## src/rtl/debounce_sync.sv

```systemverilog
// debounce_sync: per-channel input conditioner.
// Raw asynchronous inputs pass through a flop-only synchronizer chain. A
// per-channel stability counter then filters glitches, and the block produces
// clean levels plus one-cycle rise/fall pulses for the downstream registers.
module debounce_sync #(
    parameter  int CH              = 4,
    parameter  int SYNC_STAGES     = 2,
    parameter  int DEBOUNCE_CYCLES = 4,
    localparam int CNT_W           = $clog2(DEBOUNCE_CYCLES) + 1
) (
    input  logic          clk,
    input  logic          rst,
    input  logic [CH-1:0] din,
    output logic [CH-1:0] dout,
    output logic [CH-1:0] rise,
    output logic [CH-1:0] fall,
    output logic          busy
);

    localparam logic [CNT_W-1:0] CNT_LAST = CNT_W'(DEBOUNCE_CYCLES - 1);
    localparam logic [CNT_W-1:0] CNT_ONE  = CNT_W'(1);

    logic [CH-1:0][SYNC_STAGES-1:0] sync_q, sync_d;
    logic [CH-1:0][CNT_W-1:0]       cnt_q, cnt_d;
    logic [CH-1:0]                  dout_q, dout_d;
    logic [CH-1:0]                  rise_q, rise_d;
    logic [CH-1:0]                  fall_q, fall_d;
    logic [CH-1:0]                  s;

    // Synchronizer chain: a pure shift, with din entering at stage 0 and the
    // last stage used as the synchronized level.
    always_comb begin
        sync_d = sync_q;
        s      = '0;
        for (int i = 0; i < CH; i++) begin
            sync_d[i] = {sync_q[i][SYNC_STAGES-2:0], din[i]};
            s[i]      = sync_q[i][SYNC_STAGES-1];
        end
    end

    // Stability filter: dout only follows s after DEBOUNCE_CYCLES consecutive
    // edges of disagreement. Any agreement clears the count.
    always_comb begin
        cnt_d  = cnt_q;
        dout_d = dout_q;
        rise_d = '0;
        fall_d = '0;
        for (int i = 0; i < CH; i++) begin
            if (s[i] == dout_q[i]) begin
                cnt_d[i] = '0;
            end else if (cnt_q[i] == CNT_LAST) begin
                dout_d[i] = s[i];
                cnt_d[i]  = '0;
                rise_d[i] = s[i];
                fall_d[i] = ~s[i];
            end else begin
                cnt_d[i] = cnt_q[i] + CNT_ONE;
            end
        end
    end

    // State registers. Reset clears everything, so the outputs drop to 0
    // without a clock edge.
    always_ff @(posedge clk or posedge rst) begin
        if (rst) begin
            sync_q <= '0;
            cnt_q  <= '0;
            dout_q <= '0;
            rise_q <= '0;
            fall_q <= '0;
        end else begin
            sync_q <= sync_d;
            cnt_q  <= cnt_d;
            dout_q <= dout_d;
            rise_q <= rise_d;
            fall_q <= fall_d;
        end
    end

    // busy: some channel is partway through a stability count.
    always_comb begin
        busy = 1'b0;
        for (int i = 0; i < CH; i++) begin
            if (cnt_q[i] != '0) busy = 1'b1;
        end
    end

    assign dout = dout_q;
    assign rise = rise_q;
    assign fall = fall_q;

endmodule

```

## config.mk

```make
export PLATFORM = sky130hd
export DESIGN_NAME = debounce_sync
export DESIGN_NICKNAME = d
export VERILOG_FILES = /design/src/rtl/debounce_sync.sv
export SDC_FILE = /design/constraint.sdc
export NUM_CORES = 1
export LEC_CHECK = 0
export ABC_AREA = 1
export CAP_MARGIN = 0
export CORE_MARGIN = 3
export CORE_UTILIZATION = 43
export DETAILED_ROUTE_END_ITERATION = 16
export PLACE_DENSITY = 0.72
export SYNTH_ARGS = -nofsm -noshare
export SYNTH_HDL_FRONTEND = slang
export SYNTH_SLANG_ARGS = --single-unit
export TNS_END_PERCENT = 10
```

## constraint.sdc

```tcl
create_clock -name clk -period 1.3 [get_ports clk]
set_clock_uncertainty 0.2 [all_clocks]
set_input_delay 0.195 -clock clk [delete_from_list [all_inputs] [get_ports clk]]
set_output_delay 0.195 -clock clk [all_outputs]
set_load 0.02 [all_outputs]
```

==> out/qor.yml <==
drt:
  vias: 917
  wirelength_um: 2070
  via_per_inst: 4.517
  ant_nets: 0
  route.detailed.drc: 0
  wl_per_cell_um: 10.20
  first_iter_violations: 26
  drt_pass1_iterations: 4
setup_path:
  critPathArrivalTime_ps: 1310
  ff2ff_setup_slack_ps: 30
  r2r_cells: 5
  cp-startpoint: "cnt_q[4]$_DFF_PP0_"
  critPathRequiredTime_ps: 900
  start_kind: "flop"
  worstReg2RegStart: "cnt_q[3]$_DFF_PP0_"
  critPathCaptureType: "output pin"
  reg2reg_to: "cnt_q[4]$_DFF_PP0_"
  cp_max_fo: 2
  critPathKind: "flop to output pin"
pwr:
  powerDensity_nw_per_um2: 1854
  clkPwrFrac_pct: 20.0
  power.internal_mw: 2.024
  swShare_pct: 33.83
  seq_power_share_pct: 41.7
  vdd.ir_drop.worst_uv: 1394
  p_leak_nw: 0.9051
  switchingPower_mw: 1.035
  finalPower_mw: 3.059
  combinationalPowerShare_pct: 38.3
finish:
  nNetsFinal: 186
  nFillCells: 244
  area_growth_syn_to_layout_pct: 29.31
  drive_above_1_share_pct: 31.40
  antennaDiodeCount: 0
sta:
  fin_tns_setup_ps: -403.6
  worst_slew_pin_slew_ps: 163.1
  setup_slack_ps: -403.6
  whs_ps: 22.59
  rsz0062_at_grt: "yes"
  maxSlewHeadroom_pct: 89.04
  fin_crit_sh_pct: 131.0
  finalCriticalPeriod_ps: 1704
  final_max_slew_viol_count: 0
  setup-violations-final: 1
  clock.fmax_mhz: 587.0
  hold_viol: 0
floorplanning:
  initial_core_util_pct: 45.88
  rows: 19
  core_um2: 2781
  die_area_um2: 3658
  chipHeight_um: 60.48
  boundaryPins: 19
  die_w_um: 60.48
min_path:
  hold_class: "input pin to asynchronous set/reset pin"
global_routing:
  grt_pass1_wl_um: 3436
  grtUsageTotal_pct: 13.34
  grt_pass1_vias: 894
  grt_max_degree: 33
  antenna_found_initial: 0
  grt_overflow: 0
clocking:
  hold_buffers: 0
  clock_sinks: 32
  cts_buffer_depth: 2
  clkTransAtPathRegs_ps: 90
  cts_root_buf: "clkbuf_4"
  h-tree-depth: 2
  postCtsSetupBuffers: 0
  insertion_delay_ps: 320
  cts_tree: "yes"
  numCtsBuffers: 5
status:
  status: "complete, but fails checks"
  violations: "setup timing"
placed_design:
  place.gp.congestion: 0.7489
  dp_hpwl_um: 1498
  io_buffers: 18
synthesis:
  seq_area_frac_synth_pct: 62.75
  synthesis.nets: 146
  synth_cell_types: 9
  netlist_area_um2: 1276
  yosysWarnings: 0
  avgSynthCellArea_um2: 9.668
  synthCells: 132
  synth-seq-cells: 32
run:
  cap_violations: 0
sequential cells by signal (all words and copies together), names as in the netlist:
register	flops
rise	4
fall	4
sync_d	4
dout	4
cnt_q	12
s	4
critical path, cell delays in order (launching register included):
cell and delay (ps):
dfrtp_1 390, inv_1 70, ha_1 140, nand2_1 60, nor2_1 110, nand2_1 80
buf_6 130
power groups by stage:
stage | clock (mW) | combinational, mW | sequential, mW
global route | 0.682 | 1.34 | 1.30
floorplan | 0 | 0.554 | 1.38
detailed placement | 0 | 1.19 | 1.29
finish | 0.612 | 1.17 | 1.28
global placement | 0 | 1.13 | 1.28
CTS | 0.642 | 1.14 | 1.27
Yosys cell counts, drive strengths merged:
library cell	count	area share, %
nor3	4	1.6
inv	25	7.4
dfrtp	32	63
nand2	41	14
nor2	18	5.3
nand3	4	1.6
ha	8	7.8
routing by layer:
layer  vias to the layer above  global-route usage (%)  wire length (um)
met5                         -                       0                 0
met4                         0                   7.430                44
met3                         6                   6.809               107
met2                        15                   22.84              1055
met1                       422                   13.01               862
li1                        474                       -                 -
worst max path at each step:
stage / endpoint / slack [ps] / cells past startpoint
after floorplan: busy / 80 / 5
after global placement: busy / -440 / 6
after detailed placement: busy / -470 / 6
after CTS: busy / -440 / 6
after global routing: busy / -500 / 6
final: busy / -400 / 6
cell type report:
type | count | area, um2 | area share, %
Tap cell | 31 | 38.79 | 2.350
Sequential cell | 32 | 800.8 | 48.52
Multi-Input combinational cell | 75 | 399.1 | 24.19
Clock buffer | 7 | 65.06 | 3.942
Inverter | 25 | 93.84 | 5.686
Timing Repair Buffer | 33 | 252.7 | 15.31
cell families after synthesis:
logic type    Yosys count  synth area share, %
fa+ha+maj               8                7.843
simple gates           67                22.06
flops                  32                62.75
buf+inv                25                7.353
through the flow:
step                      instance area, um2  setup slack [ps]  util (%)  instances
after floorplan                         1276             78.69         -        132
after global placement                  1620            -436.3     58.25        196
after detailed placement                1620            -469.7     58.25        196
after CTS                               1629            -440.3     58.57        203
after global routing                    1650            -500.0     59.33        203
final                                   1650            -403.6     59.33        203
cells in the final DEF, fill, tap and decap left out:
| master | count |
|---|---|
| nand2_1 | 33 |
| nand3_1 | 4 |
| dfrtp_1 | 32 |
| inv_2 | 8 |
| ha_1 | 5 |
| nand2_2 | 8 |
| buf_4 | 14 |
| ha_2 | 2 |
| nor2_1 | 18 |
| buf_6 | 2 |
| buf_2 | 11 |
| clkdlybuf4s50_1 | 5 |
| nor3_1 | 4 |
| inv_1 | 17 |
| ha_4 | 1 |
| buf_12 | 1 |
| clkbuf_4 | 5 |
| clkbuf_8 | 2 |
timing repair:
action	in CTS	in global routing
setup endpoints to repair	14	10
gates resized for setup	56	8
hold endpoints to repair	0	0
pin swaps	2	4
(Power assumes the default switching activity.)
==> RTL edit 1, RTL diff (same settings) <==
Change the parameter `SYNC_STAGES` from 2 to 4.
--- a/src/rtl/debounce_sync.sv
+++ b/src/rtl/debounce_sync.sv
@@ -4,7 +4,7 @@
 // clean levels plus one-cycle rise/fall pulses for the downstream registers.
 module debounce_sync #(
     parameter  int CH              = 4,
-    parameter  int SYNC_STAGES     = 2,
+    parameter  int SYNC_STAGES     = 4,
     parameter  int DEBOUNCE_CYCLES = 4,
     localparam int CNT_W           = $clog2(DEBOUNCE_CYCLES) + 1
 ) (
Behaviour: not the same (a bounded check fails within 4 cycles, from zero or initial values and one cycle with rst high).
==> RTL edit 1 against the original RTL <==
The flow still finishes with violations (negative setup slack); synthesized cell count increased by 6.1%; sequential share of layout area fell by 0.62 points; area after synthesis grew 16%; sequential cell count is 8 higher; sequential power up 22%; count of clock-buffer cells in the layout is 1 lower; clock power shrank 9.2%; wire length up 27%; design area is 27% higher; largest power group is now combinational logic; setup slack gained 9.0 ps; first-iteration DRC count increased by 46%; total power grew 25%.
==> RTL edit 1: results (changes against the original RTL) <==
power:
  internal_power_mw: 2.59  # +28%
  leakage_nw: 1.10  # +22%
  peakVddDrop_mv: 0.807  # -42%
  pg_seq_mw: 1.56  # +22%
  combinationalPowerShare: 0.446  # +0.063
global_route:
  use_met2: 0.262  # +0.0332
  grt.total_usage: 0.151  # +0.0172
  grt_use_met1: 0.173  # +0.0431
  grt_max_degree: 21  # -36%
  grt_pass1_wl_um: 4730  # +38%
  first_global_vias: 1068  # +19%
route:
  met2_length_um: 1380  # +31%
  routedWlPerCell_um: 10.8  # +6.2%
  wl_met3_um: 103  # -3.7%
  wl_met1_um: 1080  # +25%
  drt_iter0_markers: 38  # +46%
placement:
  dpl.cell_count: 218  # +11%
  place_hpwl_um: 1750  # +17%
  gp_congestion: 0.791  # +5.7%
  placed_area_um2: 1860  # +15%
timing:
  hold_ws_ps: 87.6  # +65.0 ps
  worst_slew_pin_slew_ps: 246  # +83.3 ps
  finalWorstSetupSlack_ps: -395  # +9.03 ps
  setup-tns-final_ps: -984  # -580 ps
  setup_viol: 4  # +3
cells_and_area:
  stdcell_count: 243  # +20%
  num-fill-cells: 260  # +6.6%
  syn2layout_area_growth_pct: 41.5
  post_route_cells_drive_above_1_share: 0.392  # +0.0780
  final_nets: 213  # +15%
synth:
  ys.flop_type: "dfrtp_1"
  syn_avg_cell_area_um2: 10.5  # +9.1%
  seq_area_frac_synth: 0.678  # +0.0505
  synth_nets: 154  # +5.5%
  synth_area_leaders: "dfrtp_1 (68%), nand2_1 (8.4%), ha_1 (6.8%)"
worst_setup_path:
  startpoint: "cnt_q[9]$_DFF_PP0_"
  critPathMaxStageDelay_ps: 410  # +20 ps
  worstRegToRegCells: 11  # +6
  r2r-end: "cnt_q[9]$_DFF_PP0_"
  r2r_slack_ps: -370  # -400 ps
clock_tree:
  path_clk_slew_ps: 110  # +20 ps
status:
  status: "finished, violations left"
  failed_checks: "negative setup slack"
die:
  num_rows: 20  # +1
min_path:
  min_path_type: "input port to flop"
-- RTL edit 1: cell count changes after synthesis, sizes merged --
cell   before  now
dfrtp      32   40
-- RTL edit 1: cell families after synthesis --
logic type                 Yosys count  share of synthesized area
adders and majority gates            8                     0.0678
buffers and inverters               25                     0.0636
DFF                                 40                      0.678
and+or+nand+nor                     67                      0.191
-- RTL edit 1: repair_timing --
item | CTS | global route
hold buffers | 1 | 0
endpoints found under the hold margin | 7 | 0
resized for setup | 73 | 15
buffers inserted | 16 | 1
pin swaps | 7 | 8
endpoints found under the setup margin | 13 | 48
-- RTL edit 1: final cells by class --
type / instances / area share
Tap cell: 44 / 0.0263
Clock buffer: 6 / 0.0198
Sequential cell: 40 / 0.479
Timing Repair Buffer: 52 / 0.224
Clock inverter: 1 / 0.00240
Multi-Input combinational cell: 75 / 0.202
Inverter: 25 / 0.0467
==> RTL edit 2, RTL diff (config.mk and constraints unchanged) <==
Without the edit above. Take the reset off `dout_q` and load it in a clocked block of its own.
--- a/src/rtl/debounce_sync.sv
+++ b/src/rtl/debounce_sync.sv
@@ -65,16 +65,18 @@
         if (rst) begin
             sync_q <= '0;
             cnt_q  <= '0;
-            dout_q <= '0;
             rise_q <= '0;
             fall_q <= '0;
         end else begin
             sync_q <= sync_d;
             cnt_q  <= cnt_d;
-            dout_q <= dout_d;
             rise_q <= rise_d;
             fall_q <= fall_d;
         end
+    end
+
+    always_ff @(posedge clk) begin
+        dout_q <= dout_d;
     end
 
     // busy: some channel is partway through a stability count.
Formal check against the unedited RTL: differs if rst is asserted again (counterexample within 10 cycles, from zero or initial values and one cycle with rst high); with rst held inactive, the same outputs for 10 cycles.
==> RTL edit 2 against the original RTL <==
Area after synthesis did not move; first-iteration DRC count fell by 3.8%; setup slack got worse by 45 ps; final cell count rose by 7.4%; sequential cell count did not move; wire length rose by 37%; maximum frequency fell by 2.6%; largest power group unchanged; design area rose by 17%; the flow still finishes with violations (negative setup slack); total power fell by 4.2%; register-to-register slack got worse by 350 ps.
==> RTL edit 2: results (changes against the original RTL) <==
power:
  peakVddDrop_mv: 1.28  # -8.3%
  p_sw_mw: 0.928  # -10%
  leakage_nw: 0.985  # +8.9%
synth:
  seq_area_frac_synth: 0.643  # +0.0157
  synth_common_cells: "dfrtp_1 (28), inv_1 (21), nand2_1 (21)"
  synth_area_leaders: "dfrtp_1 (55%), edfxtp_1 (9.4%), ha_1 (7.8%)"
  async_reset_ff_frac: 0.875  # -0.125
  synth_nets: 138  # -5.5%
  synth-edff-count: 4  # +4
  syn_avg_cell_area_um2: 10.3  # +6.5%
global_route:
  met3_usage: 0.0723  # +0.00426
  first_global_vias: 1089  # +22%
  grt_pass1_wl_um: 4460  # +30%
  grt_use_met1: 0.158  # +0.0283
  grt.total_usage: 0.171  # +0.0378
route:
  vias_per_cell: 4.70  # +4.1%
  wl_met1_um: 1080  # +25%
  wirelength_um: 2830  # +37%
  met2_length_um: 1590  # +51%
  wl_met3_um: 117  # +9.3%
worst_setup_path:
  r2r_start: "cnt_q[6]$_DFF_PP0_"
  critPathMaxStageDelay_ps: 410  # +20 ps
  worstRegToRegCells: 10  # +5
  r2r-end: "cnt_q[6]$_DFF_PP0_"
  arrival_ps: 1350  # +40 ps
cells_and_area:
  antenna_cells: 0  # unchanged
  stdcell_count: 218  # +7.4%
  post_route_cells_drive_above_1_share: 0.471  # +0.157
min_path:
  min_path_type: "input port to flop"
timing:
  setup_viol: 19  # +18
  worst_slew_pin_slew_ps: 196  # +33.2 ps
  hold_ws_ps: 94.3  # +71.7 ps
  finalWorstSetupSlack_ps: -448  # -44.8 ps
  setup-tns-final_ps: -1720  # -1320 ps
placement:
  place_ws_ps: -444  # +25.6 ps
  dpl.cell_count: 195  # -0.51%
  place_hpwl_um: 1640  # +9.4%
  placed_area_um2: 1670  # +3.2%
status:
  status: "finished, violations left"
  failed_checks: "negative setup slack"
RTL edit 2: worst max-delay path by stage:
stage	slack, ps	startpoint	to
5_1_grt	-530	cnt_q[4]$_DFF_PP0_	busy
2_1_floorplan	30	dout[0]$_DFFE_PP_	dout[0]$_DFFE_PP_
3_3_place_gp	-430	cnt_q[9]$_DFF_PP0_	busy
6_report	-450	cnt_q[3]$_DFF_PP0_	busy
3_5_place_dp	-440	cnt_q[6]$_DFF_PP0_	busy
4_1_cts	-400	cnt_q[6]$_DFF_PP0_	busy
RTL edit 2: cell families (layout without fill, tap and decap cells):
group | count (synthesis) | count (layout) | share of synthesized area
fa+ha+maj | 8 | 8 | 0.0784
flops | 32 | 32 | 0.643
buf+inv | 25 | 88 | 0.0735
simple gates | 59 | 59 | 0.205
RTL edit 2: timing repair:
| item | CTS | global route |
|---|---|---|
| pin swaps | 16 | 16 |
| hold buffers | 1 | 0 |
| endpoints found under the setup margin | 22 | 26 |
| gates resized for setup | 75 | 16 |
| buffers inserted | 12 | 3 |
| hold endpoints to repair | 28 | 0 |
RTL edit 2: area by class of cell:
type / instances / area [µm²]
Fill cell: 181 / 845
Inverter: 25 / 93.8
Sequential cell: 32 / 821
Tap cell: 31 / 38.8
Multi-Input combinational cell: 67 / 474
Clock buffer: 8 / 58.8
Timing Repair Buffer: 55 / 450
RTL edit 2: power by group through the flow:
| stage | logic, mW | registers [mW] | clock network [mW] |
|---|---|---|---|
| after floorplan | 0.356 | 1.24 | 0 |
| after global placement | 0.684 | 1.21 | 0 |
| after detailed placement | 0.721 | 1.22 | 0 |
| after CTS | 0.942 | 1.20 | 0.605 |
| after global routing | 1.23 | 1.23 | 0.653 |
| final | 1.13 | 1.21 | 0.589 |
